==> config.mk <==
export PLATFORM = sky130hd
export DESIGN_NAME = drfm_cmd_decoder
export DESIGN_NICKNAME = d
export VERILOG_FILES = /design/src/rtl/drfm_cmd_decoder.sv
export SDC_FILE = /design/constraint.sdc
export NUM_CORES = 1
export LEC_CHECK = 0
export CAP_MARGIN = 20
export CORE_MARGIN = 2
export CORE_UTILIZATION = 45
export DETAILED_ROUTE_END_ITERATION = 12
export GPL_ROUTABILITY_DRIVEN = 0
export PLACE_DENSITY = 0.75
export SYNTH_ARGS = -nofsm -noshare
export SYNTH_HDL_FRONTEND = slang
export SYNTH_SLANG_ARGS = --single-unit
==> constraint.sdc <==
create_clock -name CLK -period 1.25 [get_ports CLK]
set_input_delay 0.125 -clock CLK [delete_from_list [all_inputs] [get_ports CLK]]
set_output_delay 0.125 -clock CLK [all_outputs]
set_load 0.005 [all_outputs]
==> src/rtl/drfm_cmd_decoder.sv <==
// ----------------------------------------------------------------------------
// drfm_cmd_decoder
//
// Takes the 32-bit command word from the virtual-JTAG receiver (tck domain)
// into the CLK domain, decodes the per-byte command flags, holds the DRFM
// parameter registers and offers each new parameter set to the DSP chain.
//
// Command word: byte k = {flag, value[6:0]}; k=0 delay, 1 doppler, 2 scale,
// 3 gain.
//
// Ports
//   CLK          in   system clock, sole clock of the block
//   aclr         in   synchronous active-high reset
//   cmd_word     in   command word, stable from an upd_tgl flip until the next
//   upd_tgl      in   toggles once per update-DR (asynchronous to CLK)
//   delay_val    out  delay parameter
//   doppler_val  out  doppler parameter
//   scale_val    out  scale parameter
//   gain_val     out  gain parameter
//   mode         out  0001 delay, 1000 doppler, 0010 scale, 0100 gain, 0000 nop
//   param_valid  out  new parameter set available
//   param_ready  in   consumer accepts (transfer on valid & ready at CLK edge)
//   status       out  {timeout, overrun, multi_cmd, nop}; sticky until aclr
//   readback     out  only with DRFM_CMD_READBACK_EN defined:
//                     {cmd_cnt, status, 1'b0, mode, delay_val, 1'b0, doppler_val}
//
// Handshake: param_valid is high exactly while the FSM is in HANDSHAKE. A
// transfer happens on any CLK edge where param_valid & param_ready are both
// high; param_valid then drops on the next cycle. If param_ready never comes,
// param_valid is withdrawn after TIMEOUT cycles. Values and mode are stable
// while param_valid is high.
//
// Optional feature macro: DRFM_CMD_READBACK_EN
// ----------------------------------------------------------------------------
module drfm_cmd_decoder #(
  parameter int SYNC_STAGES = 2,
  parameter int VAL_W       = 7,
  parameter int TIMEOUT     = 255
) (
  input  logic             CLK,
  input  logic             aclr,
  input  logic [31:0]      cmd_word,
  input  logic             upd_tgl,
  output logic [VAL_W-1:0] delay_val,
  output logic [VAL_W-1:0] doppler_val,
  output logic [VAL_W-1:0] scale_val,
  output logic [VAL_W-1:0] gain_val,
  output logic [3:0]       mode,
  output logic             param_valid,
  input  logic             param_ready,
`ifdef DRFM_CMD_READBACK_EN
  output logic [31:0]      readback,
`endif
  output logic [3:0]       status
);

  localparam int MASK_W = $clog2(SYNC_STAGES + 2);

  typedef enum logic [1:0] {
    ST_IDLE,
    ST_CAPTURE,
    ST_DECODE,
    ST_HANDSHAKE
  } state_t;

  state_t                 state_q, state_d;
  logic [SYNC_STAGES-1:0] sync_q;
  logic                   hist_q;
  logic [MASK_W-1:0]      mask_cnt_q;
  logic                   evt;
  logic                   pend_q;
  logic [31:0]            shadow_q;
  logic [15:0]            to_cnt_q;
  logic                   to_expire;
  logic [3:0]             flags;

  // --------------------------------------------------------------------------
  // Toggle synchronizer. The mask keeps the first propagation of a static
  // upd_tgl level through the reset-cleared chain from looking like an event.
  // --------------------------------------------------------------------------
  always_ff @(posedge CLK) begin
    if (aclr) begin
      sync_q     <= '0;
      hist_q     <= 1'b0;
      mask_cnt_q <= MASK_W'(SYNC_STAGES + 1);
    end else begin
      sync_q <= {sync_q[SYNC_STAGES-2:0], upd_tgl};
      hist_q <= sync_q[SYNC_STAGES-1];
      if (mask_cnt_q != '0) mask_cnt_q <= mask_cnt_q - 1'b1;
    end
  end

  assign evt = (sync_q[SYNC_STAGES-1] ^ hist_q) && (mask_cnt_q == '0);

  // Flags of the captured word, MSB of each byte; index k = byte k.
  assign flags     = {shadow_q[31], shadow_q[23], shadow_q[15], shadow_q[7]};
  assign to_expire = (to_cnt_q == 16'(TIMEOUT - 1));

  // --------------------------------------------------------------------------
  // FSM
  // --------------------------------------------------------------------------
  always_ff @(posedge CLK) begin
    if (aclr) state_q <= ST_IDLE;
    else      state_q <= state_d;
  end

  always_comb begin
    state_d = state_q;
    case (state_q)
      ST_IDLE:      if (evt || pend_q) state_d = ST_CAPTURE;
      ST_CAPTURE:   state_d = ST_DECODE;
      ST_DECODE:    state_d = (flags == 4'b0000) ? ST_IDLE : ST_HANDSHAKE;
      ST_HANDSHAKE: if (param_ready || to_expire) state_d = ST_IDLE;
      default:      state_d = ST_IDLE;
    endcase
  end

  assign param_valid = (state_q == ST_HANDSHAKE);

  // --------------------------------------------------------------------------
  // Datapath: pending queue, shadow word, parameter registers, status
  // --------------------------------------------------------------------------
  always_ff @(posedge CLK) begin
    if (aclr) begin
      pend_q      <= 1'b0;
      shadow_q    <= '0;
      to_cnt_q    <= '0;
      delay_val   <= '0;
      doppler_val <= '0;
      scale_val   <= '0;
      gain_val    <= '0;
      mode        <= 4'b0000;
      status      <= 4'b0000;
    end else begin
      // One-deep event queue. In IDLE a held pend is consumed; an event
      // arriving in that same cycle becomes the new pend.
      if (state_q == ST_IDLE) begin
        pend_q <= pend_q & evt;
      end else if (evt) begin
        if (pend_q) status[2] <= 1'b1;
        else        pend_q    <= 1'b1;
      end

      if (state_q == ST_CAPTURE) shadow_q <= cmd_word;

      if (state_q == ST_DECODE) begin
        if (flags[0]) delay_val   <= shadow_q[VAL_W-1:0];
        if (flags[1]) doppler_val <= shadow_q[8+:VAL_W];
        if (flags[2]) scale_val   <= shadow_q[16+:VAL_W];
        if (flags[3]) gain_val    <= shadow_q[24+:VAL_W];

        if      (flags[0]) mode <= 4'b0001;
        else if (flags[1]) mode <= 4'b1000;
        else if (flags[2]) mode <= 4'b0010;
        else if (flags[3]) mode <= 4'b0100;
        else               mode <= 4'b0000;

        if ((flags[0] & flags[1]) | (flags[0] & flags[2]) | (flags[0] & flags[3]) |
            (flags[1] & flags[2]) | (flags[1] & flags[3]) | (flags[2] & flags[3]))
          status[1] <= 1'b1;
        if (flags == 4'b0000) status[0] <= 1'b1;
      end

      // Timeout counter counts HANDSHAKE cycles from entry.
      if (state_q == ST_HANDSHAKE && !param_ready) begin
        if (to_expire) begin
          status[3] <= 1'b1;
          to_cnt_q  <= '0;
        end else begin
          to_cnt_q  <= to_cnt_q + 16'd1;
        end
      end else begin
        to_cnt_q <= '0;
      end
    end
  end

`ifdef DRFM_CMD_READBACK_EN
  logic [7:0] cmd_cnt_q;

  // Counts every DECODE entry, nop commands included; wraps naturally.
  always_ff @(posedge CLK) begin
    if (aclr)                       cmd_cnt_q <= 8'd0;
    else if (state_q == ST_DECODE)  cmd_cnt_q <= cmd_cnt_q + 8'd1;
  end

  assign readback = {cmd_cnt_q, status, 1'b0, mode, delay_val, 1'b0, doppler_val};
`endif

endmodule

; Word level (Yosys, flattened, before mapping)
; Index checks and enable logic that the tools add are counted.
[classes]
shifts = 0
mul = 0
n_div = 0
eq_ne = 6
n_lt_le_gt_ge = 0
bitwise_logic = 15
n_addsub = 2
reduce_logical = 20
n_mux = 10
[ops]
columns = cell, count
row1 = 16-bit by 1-bit adder with 16-bit output (second input constant), 1
row2 = 16-bit by 8-bit == test with 1-bit output (second input constant), 1
row3 = 2-bit AND reduction, 8
row4 = 4-bit 2-to-1 mux, 2
row5 = 2-bit one-hot mux with 4 select lines, 1
row6 = 1-bit bitwise AND, 7
row7 = 2-bit 2-to-1 mux, 3
row8 = 3-bit 2-to-1 mux, 2
row9 = 1-bit bitwise OR, 5
row10 = 2-bit == test (second input constant), 2
row11 = 2-bit logical NOT, 2
row12 = 4-bit logical NOT, 1
row13 = 2-bit nonzero test, 2
row14 = 3-bit AND reduction, 1
row15 = 3-bit OR reduction, 1
row16 = 2-bit by 1-bit == test with 1-bit output (second input constant), 1
row17 = 1-bit logical AND, 2
row18 = 1-bit logical OR, 2
row19 = 1-bit 2-to-1 mux, 2
row20 = 2-bit by 1-bit != test with 1-bit output (second input constant), 1
row21 = 2-bit != test (second input constant), 1
row22 = 1-bit inverter, 2
row23 = 2-bit by 1-bit subtractor with 2-bit output (second input constant), 1
row24 = 1-bit logical NOT, 1
row25 = 1-bit bitwise XOR, 1
[word_totals]
mem_bits_ro = 0
output_inout_bits = 37
n_memories = 0
reg_bits = 92
latch_bits = 0
ramBits = 0

; Logic depth before layout (Yosys ltp)
; Gate-level depths: netlist of run 1.
[logic_depth]
depth_word = 7
ltp_mapped = 7
depth_no_buf = 6

; Worst setup path after synthesis of run 1
; OpenSTA, ideal clock, no wires.
[synth_timing]
kind = reg2reg
from = register to_cnt_q[0]
to = register to_cnt_q[10]
path_buffers = 1
path_slack_ns = -0.071
stages_incl_launch_ff = 8
arrival_ns = 1.257
synth_period_minus_slack_ns = 1.321
cell_sequence = dfxtp_1 > inv_1 > ha_1 > and4bb_1 > nand4_2 > nand3b_4 > buf_6 > nor2_1
[synth_via]
elab_chain_cells = 2
[synth_rtl]
columns = item, line
row1 = from (decl), 73  ; logic [15:0] to_cnt_q;
row2 = from (signal assigned), 170  ; to_cnt_q <= to_cnt_q + 16'd1;
row3 = "parallel branches: the longest is 2 deep, another holds 16-bit by 1-bit adder with 16-bit output", -
; Parallel ways; which one is timed is not known.
; A chain may end at the register's enable or synchronous reset.

; Final worst setup path of run 1
[layout_timing]
from = register to_cnt_q[0]
to = register status[3]
[layout_via]
elab_chain_cells = 2
[layout_rtl]
columns = item, line
row1 = 16-bit by 8-bit == test with 1-bit output, 97  ; assign to_expire = (to_cnt_q == 16'(TIMEOUT - 1));
row2 = 2-bit AND reduction (no source line), -
row3 = to (signal assigned), 133  ; status <= 4'b0000;
row4 = to (signal assigned), 167  ; status[3] <= 1'b1;
row5 = to (decl), 54  ; output logic [3:0] status
; No other way between the ends.

==> results of run 1 <==
[how the worst max path moves through the flow]
stage / to / from / slack [ps] / depth (start not counted)
global placement: to_cnt_q[14]$_SDFF_PP0_ / to_cnt_q[1]$_SDFF_PP0_ / -60 / 5
floorplan: to_cnt_q[14]$_SDFF_PP0_ / to_cnt_q[1]$_SDFF_PP0_ / -10 / 5
finish: status[3]$_SDFFE_PP0P_ / to_cnt_q[0]$_SDFF_PP0_ / -60 / 6
detailed placement: to_cnt_q[14]$_SDFF_PP0_ / to_cnt_q[1]$_SDFF_PP0_ / -150 / 5
global route: status[3]$_SDFFE_PP0P_ / to_cnt_q[0]$_SDFF_PP0_ / -160 / 6
CTS: to_cnt_q[6]$_SDFF_PP0_ / to_cnt_q[0]$_SDFF_PP0_ / -80 / 6
[report_power, final]
group	internal (mW)	switching [mW]	total (mW)	leakage (nW)
clock network	0.791	1.04	1.83	0.0893
logic	0.163	0.127	0.290	1.25
registers	2.95	0.0143	2.96	0.765
[critical path, cell delays in order (launching register included)]
cell	delay (ps)
dfxtp_2	340
inv_2	50
ha_2	140
and4bb_1	240
nand4_4	140
o31a_1	270
nor2_1	80
[stage by stage]
step / total power, mW / instances / util (%)
6_report: 5.086 / 632 / 69.78
5_1_grt: 5.298 / 632 / 69.78
4_1_cts: 5.083 / 617 / 63.01
3_5_place_dp: 3.284 / 594 / 58.52
3_3_place_gp: 3.276 / 594 / 58.52
2_1_floorplan: 3.136 / 415 / -
[cell type report]
cell class	count	area, um2
repair buffers	123	1176
fillers	562	2311
clock inverters	6	46.29
inverters	7	26.28
flip-flops and latches	92	1904
multi-input cells	292	1918
clock buffers	10	137.6
well taps	102	127.6
[placed cells by master, fill, tap and decap left out, drive strengths merged, types with 2 or more instances in the layout]
cell type        n
ha               3
a21oi           65
nand3           34
inv              9
buf             49
clkdlybuf4s50   34
clkinv           2
nand2b           3
xnor2            9
clkbuf          13
nor2            25
dlygate4sd2     37
dfxtp           92
nand4            5
o21bai           2
nor2b            5
nor4             4
or2              2
clkinvlp         2
nor3             4
xor2             7
nand2          104
a31oi            4
nand3b           3
and3             2
[flip-flops by register name (all words and copies together), names as in the netlist]
name,flops
gain_val,7
state_q,2
scale_val,7
doppler_val,7
status,4
pend_q,1
hist_q,1
shadow_q,32
sync_q,2
mode,4
to_cnt_q,16
delay_val,7
mask_cnt_q,2
[timing repair]
item,in CTS,in global routing
cloned,1,6
pin swaps,7,37
setup buffers,6,9
gates resized for setup,99,93
hold buffers,0,0
endpoints found under the setup margin,82,83
[logic make-up (layout without fill, tap and decap cells)]
logic type	after synthesis	in the layout
fa+ha+maj	3	3
simple gates	195	196
buf+inv	32	146
flops	92	92
mux	1	1
compound gates	76	76
xor+xnor	16	16
[metal layers]
metal  vias up  share of wire [%]
met5         -                  0
met4         0                1.7
met3        16                5.9
met2       116                 49
met1      1568                 43
li1       1612                  -
==> results_dict.tcl, run 1 <==
set metrics [dict create \
    overflow 0 \
    period_share_pct 104.8 \
    ant_nets 0 \
    hold_path.startpoint "aclr" \
    regToRegStartpoint "to_cnt_q[0]$_SDFF_PP0_" \
    n_antenna_cell 0 \
    grt_pass1_vias 3008 \
    io_pins 73 \
    critPathKind "flip-flop to flip-flop" \
    use_met2_pct 33.33 \
    leakage_nw 2.102 \
    fin_area_um2 5336 \
    critPathLaunchType "flip-flop" \
    synth_top_area_share_pct 52.65 \
    outcome "finished, violations left" \
    path_clk_slew_ps 90 \
    failed_checks "negative setup slack" \
    peakVddDrop_uv 870.1 \
    io_buffers 72 \
    critPathCaptureType "flip-flop" \
    grt_start_max_net_pins 62 \
    tns_ps -392.9 \
    antenna_found_initial 0 \
    cts.sinks 92 \
    synth_area_um2 3498 \
    reg2reg_depth 6 \
    hold_path_end "status[3]$_SDFFE_PP0P_" \
    grtUsageMet1_pct 24.78 \
    first_pass_iters 4 \
    die_w_um 92.17 \
    yosys-top-cells-area "dfxtp_1 (53%), nand2_1 (11%), a21oi_1 (9.3%)" \
    cts_made_buffers 9 \
    regToRegEndpoint "status[3]$_SDFFE_PP0P_" \
    hold_class "input pin to flip-flop" \
    place_hpwl_um 5606 \
    dpl_cell_area_um2 4476 \
    start_util_pct 45.75 \
    synthAdderAreaFrac_pct 1.073 \
    yosys_most_used_dff "dfxtp_1" \
    synth_edf_count 0 \
    synthDistinctLibCells 40 \
    cp.required_ps 1540 \
    viasPerCell 5.241 \
    setup_viol 23 \
    relSlewSlack_pct 71.49 \
    cts_tree "done" \
    avgRoutedWirePerCell_um 14.97 \
    setup_ws_ps -60.06 \
    vias 3312 \
    die_h_um 92.17 \
    top_usage_layer "met2" \
    tightest_slew_ps 426.1 \
    max_freq_mhz 763.3 \
    grt_usage_pct 19.78 \
    async_reset_ff_share_pct 0 \
    cts_root_buf "clkbuf_8" \
    synth_most_common_cell "nand2_1" \
    synth_compound_area_share_pct 11.55 \
    synth_cells 415 \
    arrival_ps 1600 \
    cts.path.max_buffers 2 \
    power.density_nw_per_um2 953.1 \
    dieArea_um2 8495 \
    synth_xor_area_share_pct 4.006 \
    maxSlewViolCount 0 \
    met3_usage_pct 5.670 \
    hold_slack_ps 150.5 \
    regToRegSetupSlack_ps -60 \
    synthMuxAreaShare_pct 0.2861 \
    crit_path_max_fanout 4 \
    layout-drive-gt1-share_pct 36.42 \
    dp_slack_ps -146.8 \
    rows 32 \
    dr.first_iter.drc_count 239 \
    drc 0 \
    htreeDepth 3 \
    yosys.area_share.simple_pct 26.50 \
    clk-insertion-delay-late_ps 350 \
    synth_top_cells_by_count "nand2_1 (104), dfxtp_1 (92), a21oi_1 (65)" \
    nNetsFinal 564 \
    syn-num-nets 454 \
    hold_depth 2 \
    areaGrowthSynthToFinish_pct 52.54 \
    yosysTopAreaCell "dfxtp_1" \
    skew_ps 12.81 \
    coreArea_um2 7647 \
    rsz0062_at_grt "yes" \
    synth_top_family_by_area "simple AND/OR/NAND/NOR gates" \
    drt_wl_total_um 9461 \
    syn_avg_cell_area_um2 8.430 \
    min_period_ps 1310 \
    max_cap_violations 0 \
    grt_pass1_wl_um 13480 \
    ys_warn_count 0 \
    finalHoldViolCount 0 \
    ys_seq_elements 92 \
    seq_area_frac_synth_pct 52.65 \
]
No activity file was read; power rests on OpenSTA's default activity.
==> run 2, diff against run 1 <==
--- a/config.mk
+++ b/config.mk
@@ -10,7 +10,7 @@
 export CORE_UTILIZATION = 45
 export DETAILED_ROUTE_END_ITERATION = 12
 export GPL_ROUTABILITY_DRIVEN = 0
-export PLACE_DENSITY = 0.75
+export PLACE_DENSITY_LB_ADDON = 0.2
 export SYNTH_ARGS = -nofsm -noshare
 export SYNTH_HDL_FRONTEND = slang
 export SYNTH_SLANG_ARGS = --single-unit
==> run 2 against run 1 <==
Against the previous run:
- the flow still finishes with violations (negative setup slack)
- setup slack worse by 49 ps
- sequential share of layout area down 1.4 points
- routed wire length up 4.3%
- first-iteration DRC count down 32%
- cell count up 0.16%
- non-clock buffer count up 2
- count of clock-buffer cells in the layout down 1
- total power up 6.0%
- clock skew down 1.9 ps
==> results_dict.tcl, run 2 (synthesis results as in run 1) <==
set metrics [dict create \
    avgRoutedWirePerCell_um 15.60 \
    stdcell_count 633 \
    grt_pass1_wl_um 13520 \
    cts_made_buffers 9 \
    rows 32 \
    hold_class "input pin to flip-flop" \
    hold_slack_ps 59.71 \
    setup_viol 47 \
    worstPathCellList "buf_6 > nor2b_4 > buf_6 > clkbuf_16 > nand3_1 > a21oi_1" \
    cts.sinks 92 \
    htreeDepth 3 \
    io_pins 73 \
    dieArea_um2 8495 \
    slowest_delay_ps 360 \
    antenna_found_initial 0 \
    min_period_ps 1359 \
    skew_ps 10.94 \
    grt_start_max_net_pins 54 \
    finalHoldViolCount 0 \
    drt_wl_total_um 9872 \
    crit_path_max_fanout 7 \
    arrival_ps 1650 \
    cp.required_ps 1540 \
    critPathLaunchType "flip-flop" \
    outcome "finished, violations left" \
    first_pass_iters 4 \
    place_inst 598 \
    coreArea_um2 7647 \
    nNetsFinal 565 \
    place_hpwl_um 5552 \
    path_buf_inv 3 \
    path_clk_slew_ps 100 \
    maxSlewViolCount 0 \
    top_regs "shadow_q (32), to_cnt_q (16)" \
    final_common_cell "nand2_1" \
    fin_area_um2 5499 \
    grt_pass1_vias 2930 \
    ant_nets 0 \
    crit_slowest_cell "dfxtp_2" \
    dpl_cell_area_um2 4518 \
    relSlewSlack_pct 76.99 \
    max_freq_mhz 736.0 \
    tightest_slew_ps 343.9 \
    failed_checks "negative setup slack" \
    io_buffers 72 \
    regMostFlops "shadow_q" \
    die_w_um 92.17 \
    n_antenna_cell 0 \
    period_share_pct 108.7 \
    peakVddDrop_uv 729.2 \
    layout-drive-gt1-share_pct 37.29 \
    cts.path.max_buffers 2 \
    power.density_nw_per_um2 980.5 \
    layout_common_cells "nand2_1 (83), dfxtp_1 (58), dlygate4sd2_1 (36)" \
    cts_root_buf "clkbuf_8" \
    critPathCaptureType "flip-flop" \
    areaGrowthSynthToFinish_pct 57.19 \
    cp_common_cell "buf_6" \
    max_cap_violations 0 \
    clk-insertion-delay-late_ps 370 \
    overflow 0 \
    grt_usage_pct 19.89 \
    start_util_pct 45.75 \
    vias 3288 \
    largest_reg_flops 32 \
    tns_ps -2232 \
    critPathKind "flip-flop to flip-flop" \
    cts_tree "done" \
    n_fill_cell 557 \
    viasPerCell 5.194 \
    rsz0062_at_grt "yes" \
    critical_path.top_delay_family "buffers and inverters" \
    drc 0 \
    leakage_nw 2.138 \
    die_h_um 92.17 \
    setup_ws_ps -108.7 \
    dr.first_iter.drc_count 162 \
]
## run 2: timing repair
item,4_1_cts,5_1_grt
gates resized for setup,84,121
hold buffers,0,0
cloned,0,7
endpoints found under the setup margin,78,84
buffers inserted,5,8
pin swaps,4,44
## run 2: power by group
group	total, mW	internal (mW)	switching [mW]
combinational	0.300	0.165	0.135
clock	2.12	0.964	1.16
sequential	2.97	2.95	0.0138
## run 2: per-layer routing
layer	track usage, %	vias up	wire, um
met2	32.11	96	5103
met5	0	-	0
met3	4.437	5	559
met4	8.333	0	75
met1	25.71	1577	4134
li1	-	1610	-
## run 2: worst paths after layout
kind                      startpoint                    endpoint  slack [ps]  depth (start not counted)
max          state_q[1]$_SDFFE_PP0P_   scale_val[2]$_SDFFE_PP0P_        -110                          6
min                             aclr  mask_cnt_q[0]$_SDFFE_PP1P_          60                          2
max reg2reg  state_q[1]$_SDFFE_PP0P_   scale_val[2]$_SDFFE_PP0P_        -110                          6
min reg2reg     sync_q[0]$_SDFF_PP0_        sync_q[1]$_SDFF_PP0_         450                          1
## run 2: layout make-up
type | instances | area [um2] | area share (%)
Timing Repair Buffer | 125 | 1244 | 22.62
Multi-Input combinational cell | 291 | 2011 | 36.56
Tap cell | 102 | 127.6 | 2.321
Inverter | 7 | 26.28 | 0.4778
Sequential cell | 92 | 1884 | 34.27
Clock inverter | 7 | 82.58 | 1.502
Clock buffer | 9 | 123.9 | 2.253
## run 2: metrics by stage
| stage | setup slack [ps] | utilization, % | power (mW) |
|---|---|---|---|
| 6_report | -108.7 | 71.91 | 5.392 |
| 5_1_grt | -163.5 | 71.91 | 5.570 |
| 4_1_cts | -90.56 | 63.11 | 5.333 |
| 3_5_place_dp | -146.6 | 59.08 | 3.284 |
| 3_3_place_gp | -111.6 | 59.08 | 3.281 |
| 2_1_floorplan | -10.29 | - | 3.136 |
==> run 3, diff against run 2 <==
--- a/config.mk
+++ b/config.mk
@@ -8,6 +8,7 @@
 export CAP_MARGIN = 20
 export CORE_MARGIN = 2
 export CORE_UTILIZATION = 45
+export CTS_CLUSTER_SIZE = 30
 export DETAILED_ROUTE_END_ITERATION = 12
 export GPL_ROUTABILITY_DRIVEN = 0
 export PLACE_DENSITY_LB_ADDON = 0.2
==> constraint.sdc (replaced) <==
create_clock -name CLK -period 1.15 [get_ports CLK]
set_input_delay 0.115 -clock CLK [delete_from_list [all_inputs] [get_ports CLK]]
set_output_delay 0.115 -clock CLK [all_outputs]
set_load 0.005 [all_outputs]
==> run 3 against run 2 <==
Against the previous run:
- the flow still finishes with violations (negative setup slack)
- cell count up 0.79%
- setup slack lost 100 ps
- routed wire length rose by 7.6%
- fmax shrank 0.29%
- die area stayed put
- non-clock buffer count up 5
- critical path depth rose by 1
- sequential power grew 8.4%
- first-iteration DRC count up 12%
- largest cell class unchanged
==> results_dict.tcl, run 3 (synthesis results as in run 1) <==
set metrics [dict create \
    max_cap_violations 0 \
    nNetsFinal 571 \
    finalHoldViolCount 0 \
    maxSlewViolCount 0 \
    overflow 0 \
    dieArea_um2 8495 \
    grt_start_max_net_pins 35 \
    slowest_delay_ps 370 \
    leakage_nw 2.329 \
    clk-insertion-delay-late_ps 350 \
    fin_area_um2 5871 \
    top_regs "shadow_q (32), to_cnt_q (16)" \
    antenna_found_initial 0 \
    avgRoutedWirePerCell_um 16.65 \
    vias 3401 \
    path_buf_inv 2 \
    cts.sinks 92 \
    n_fill_cell 458 \
    n_antenna_cell 0 \
    critPathLaunchType "flip-flop" \
    cts_made_buffers 9 \
    cts_tree "done" \
    skew_ps 14.64 \
    critPathKind "flip-flop to flip-flop" \
    regMostFlops "shadow_q" \
    die_h_um 92.17 \
    viasPerCell 5.331 \
    tns_ps -8273 \
    coreArea_um2 7647 \
    final_common_cell "nand2_1" \
    rsz0062_at_grt "yes" \
    drc 0 \
    rows 32 \
    critical_path.top_delay_family "simple AND/OR/NAND/NOR gates" \
    dpl_cell_area_um2 4609 \
    peakVddDrop_uv 1134 \
    relSlewSlack_pct 66.58 \
    first_pass_iters 4 \
    die_w_um 92.17 \
    power_mw 6.039 \
    drt_wl_total_um 10620 \
    min_period_ps 1363 \
    setup_viol 83 \
    regToRegSetupSlack_ps -210 \
    cts_root_buf "clkbuf_8" \
    io_pins 73 \
    grt_usage_pct 21.26 \
    hold_class "input pin to flip-flop" \
    layout_common_cells "nand2_1 (71), dfxtp_1 (56), a21oi_2 (53)" \
    cts.path.max_buffers 2 \
    path_clk_slew_ps 90 \
    ant_nets 0 \
    grt_pass1_wl_um 14640 \
    cp.required_ps 1430 \
    setup_ws_ps -212.6 \
    crit_path_max_fanout 8 \
    place_hpwl_um 5519 \
    dr.first_iter.drc_count 182 \
    max_freq_mhz 733.9 \
    tightest_slew_ps 501.4 \
    period_share_pct 118.5 \
    areaGrowthSynthToFinish_pct 67.81 \
    start_util_pct 45.75 \
    power.density_nw_per_um2 1029 \
    crit_slowest_cell "dfxtp_2" \
    regArea_um2 1894 \
    largest_reg_flops 32 \
    grt_pass1_vias 3180 \
    htreeDepth 3 \
    critPathCaptureType "flip-flop" \
    multiInputGateArea_um2 2326 \
    arrival_ps 1640 \
    layout-drive-gt1-share_pct 48.88 \
    outcome "finished, violations left" \
    failed_checks "negative setup slack" \
    worstPathCellList "inv_2 > ha_4 > and4bb_1 > nand4_4 > buf_4 > nand3b_4 > nor2_2" \
    io_buffers 72 \
]
## run 3: power breakdown
group	total (mW)	internal, mW	leakage, nW	switching [mW]
Sequential	3.22	3.21	0.761	0.0168
Clock	2.44	1.28	0.105	1.16
Combinational	0.378	0.199	1.46	0.180
## run 3: final timing paths
check,start,to,cells after the start
worst min register to register,sync_q[0]$_SDFF_PP0_,sync_q[1]$_SDFF_PP0_,1
worst max register to register,to_cnt_q[0]$_SDFF_PP0_,to_cnt_q[3]$_SDFF_PP0_,7
worst min-delay path,aclr,mask_cnt_q[0]$_SDFFE_PP1P_,2
worst max-delay path,to_cnt_q[0]$_SDFF_PP0_,to_cnt_q[3]$_SDFF_PP0_,7
## run 3: what timing repair did
| action | in CTS | in global routing |
|---|---|---|
| endpoints found under the setup margin | 108 | 86 |
| resized for setup | 122 | 160 |
| pin swaps | 31 | 86 |
| cloned | 2 | 2 |
| hold buffers | 0 | 0 |
| buffers inserted | 5 | 4 |
## run 3: per-layer routing
metal,share of wire (%),global-route usage [%]
met3,4.8,4.601
met1,42,25.96
met4,2.1,8.333
met2,51,36.52
met5,0,0
## run 3: area by class of cell
class,instances,share of cell area [%]
Multi-Input combinational cell,292,39.62
Sequential cell,92,32.27
Timing Repair Buffer,130,21.72
Clock buffer,10,2.344
Tap cell,102,2.174
Clock inverter,5,1.428
Inverter,7,0.4476
## run 3: worst register-to-register path, cell delays in order, from the launching register on
cell      delay (ps)
dfxtp_2          370
inv_2             50
ha_4             140
and4bb_1         220
nand4_4           90
buf_4            130
nand3b_4         150
nor2_2           140
## run 3: through the flow
step                      instances  util [%]  hold slack (ps)  worst slack, ps
after floorplan                 415         -            243.2           -94.73
after global placement          610     60.27            421.3           -109.8
after detailed placement        610     60.27            425.5           -158.7
after CTS                       632     67.24            78.18           -169.4
after global routing            638     76.77            96.27           -289.1
final                           638     76.77            90.10           -212.6
==> patch, RTL diff (config.mk and constraints of run 3) <==
The parameter `SYNC_STAGES` goes from 2 to 4.
--- a/src/rtl/drfm_cmd_decoder.sv
+++ b/src/rtl/drfm_cmd_decoder.sv
@@ -33,7 +33,7 @@
 // Optional feature macro: DRFM_CMD_READBACK_EN
 // ----------------------------------------------------------------------------
 module drfm_cmd_decoder #(
-  parameter int SYNC_STAGES = 2,
+  parameter int SYNC_STAGES = 4,
   parameter int VAL_W       = 7,
   parameter int TIMEOUT     = 255
 ) (
Formal check against the unedited RTL: not equivalent (Yosys sat finds a counterexample within 10 cycles, from zero or initial values).
==> patch against run 3 <==
The run still ends with negative setup slack left; setup slack lost 400 ps; wire length grew 14%; sequential cell count grew 3; total power grew 2.3%; area after synthesis grew 2.5%; design area grew 5.8%; critical path type unchanged; largest power group unchanged.
==> patch: results (changes against run 3) <==
{| class="wikitable"
! Metric !! Value
|-
| Violations in the final reports || negative setup slack
|-
| Final nets || 592 (+3.7%)
|-
| Port Buffer Count || 72 (unchanged)
|-
| Buffer levels on the longest clock path || 2 (unchanged)
|-
| Crit path max-delay family || simple AND/OR/NAND/NOR gates
|-
| Vias per inst || 5.43 (+1.8%)
|-
| Total leakage power || 0.00237 uW (+1.8%)
|-
| Combinational-cell power consumption || 398 uW (+5.3%)
|-
| Type of the worst min-delay path || input pin to register
|-
| Post-CTS setup-driven buffer insertion count || 11 (+6)
|-
| Async set-or-reset flop fraction in the synthesized netlist || 0 (unchanged)
|-
| Sequential-to-total area share from yosys stat || 0.531 (+0.00407)
|-
| Slowest cell on the critical path || or4_4
|-
| Final standard cell utilization of the core || 0.804 (+0.0359)
|-
| Antenna violations before repair || 0 (unchanged)
|-
| Syn Nets || 469 (+3.3%)
|-
| Critical Path Fanout Max || 4 (-4)
|-
| Total Negative Setup Slacks || -15570 ps (-7300 ps)
|-
| 1st-pass router iterations || 4 (unchanged)
|-
| CP peak stage delay || 530 ps (+160 ps)
|-
| GRT Total Usage || 0.232 (+0.0199)
|-
| DRC violation total after the first TritonRoute iteration || 193 (+6.0%)
|-
| Count of endpoints failing setup in the final report || 85 (+2.4%)
|-
| Run status || finished, violations left
|-
| Most used DFF post-synth || dfxtp_1
|-
| # diodes || 0 (unchanged)
|-
| Dominant cells by area after synthesis || dfxtp_1, nand2_1, a21oi_1
|-
| Reported clock group power || 2450 uW
|-
| Final worst-path setup slack || -609 ps (-396 ps)
|-
| Layout cell share with drive strength beyond 1 || 0.492 (+0.00312)
|-
| Final clock skew || 12.8 ps (-1.84 ps)
|-
| Post-synth cell types || 37 (-7.5%)
|-
| Maximum number of pins on one net before global-route repair || 32 (-8.6%)
|-
| Synth warn || 0 (unchanged)
|-
| Capturing instance or port of the critical path || state_q[1]
|-
| Clock root buffer || clkbuf_8
|-
| Vias in the first global route || 3316 (+4.3%)
|-
| Post-detail-place hpwl || 5710 um (+3.4%)
|-
| Max VDD drop || 634 uV (-44%)
|-
| First-pass GRT wire length || 15800 um (+7.9%)
|-
| Setup Slack @ Placement || -553 ps (-394 ps)
|-
| Clk pin slew, worst setup/hold paths || 90 ps (about the same)
|-
| Worst setup startpoint || to_cnt_q[15]
|-
| Clock Latency Late Sink || 360 ps
|-
| Worst max-slew margin expressed relative to the limit || 0.690 (+0.0245)
|-
| Layout fillers || 425 (-7.2%)
|-
| WHS || 100 ps (+10.2 ps)
|-
| Largest registers || shadow_q (32), to_cnt_q (16)
|-
| Net switching power figure || 1410 uW (+4.4%)
|-
| Number of H-tree levels || 3 (unchanged)
|-
| CTS Buf Count || 9 (unchanged)
|-
| Leading cell types by count after synthesis || nand2_1, dfxtp_1, a21oi_1
|-
| Data arrival, critical path || 2000 ps (+360 ps)
|-
| Area post-placement || 4710 um2 (+2.3%)
|-
| Count of cells along the worst register-to-register path || 4 (-3)
|-
| CTS resizes || 122 (unchanged)
|-
| Average wire per standard cell || 18.4 um (+10%)
|}
[patch: metal layers]
| metal | routed length, um | vias up | part of all wire | track usage |
|---|---|---|---|---|
| li1 | - | 1688 | - | - |
| met5 | 0 | - | 0 | 0 |
| met2 | 6260 | 126 | 0.52 | 0.379 |
| met4 | 299 | 0 | 0.025 | 0.0846 |
| met1 | 4850 | 1737 | 0.40 | 0.303 |
| met3 | 684 | 26 | 0.057 | 0.0508 |
[patch: cell type report]
type,instances,share of cell area
Timing Repair Buffer,137,0.230
Inverter,7,0.00423
Clock inverter,6,0.0151
Sequential cell,95,0.313
Tap cell,102,0.0206
Multi-Input combinational cell,302,0.397
Clock buffer,10,0.0206
[patch: through the flow]
| step | cells | total power, uW |
|---|---|---|
| after floorplan | 429 | 3540 |
| after global placement | 622 | 3720 |
| after detailed placement | 622 | 3720 |
| after CTS | 656 | 6100 |
| after global routing | 659 | 6360 |
| final | 659 | 6180 |
[patch: cell families after synthesis]
family / count (synthesis) / synth area share
buffers and inverters: 34 / 0.0436
XOR/XNOR: 16 / 0.0391
flip-flops: 95 / 0.531
AND/OR/NAND/NOR: 202 / 0.257
adder cells (fa/ha/maj): 5 / 0.0168
AO/OA/AOI/OAI: 77 / 0.113
[patch: worst reg2reg max path: stages, from the launching register on]
cell	delay, ps
dfxtp_2	340
or4_4	530
or4_4	500
a21oi_1	210
nor3_1	70
[patch: worst min path at each step]
stage | from | cells after the start | endpoint
2_1_floorplan | upd_tgl | 1 | sync_q[0]
3_3_place_gp | aclr | 2 | status[3]
3_5_place_dp | aclr | 2 | status[3]
4_1_cts | aclr | 2 | status[3]
5_1_grt | aclr | 2 | pend_q
6_report | aclr | 2 | status[3]
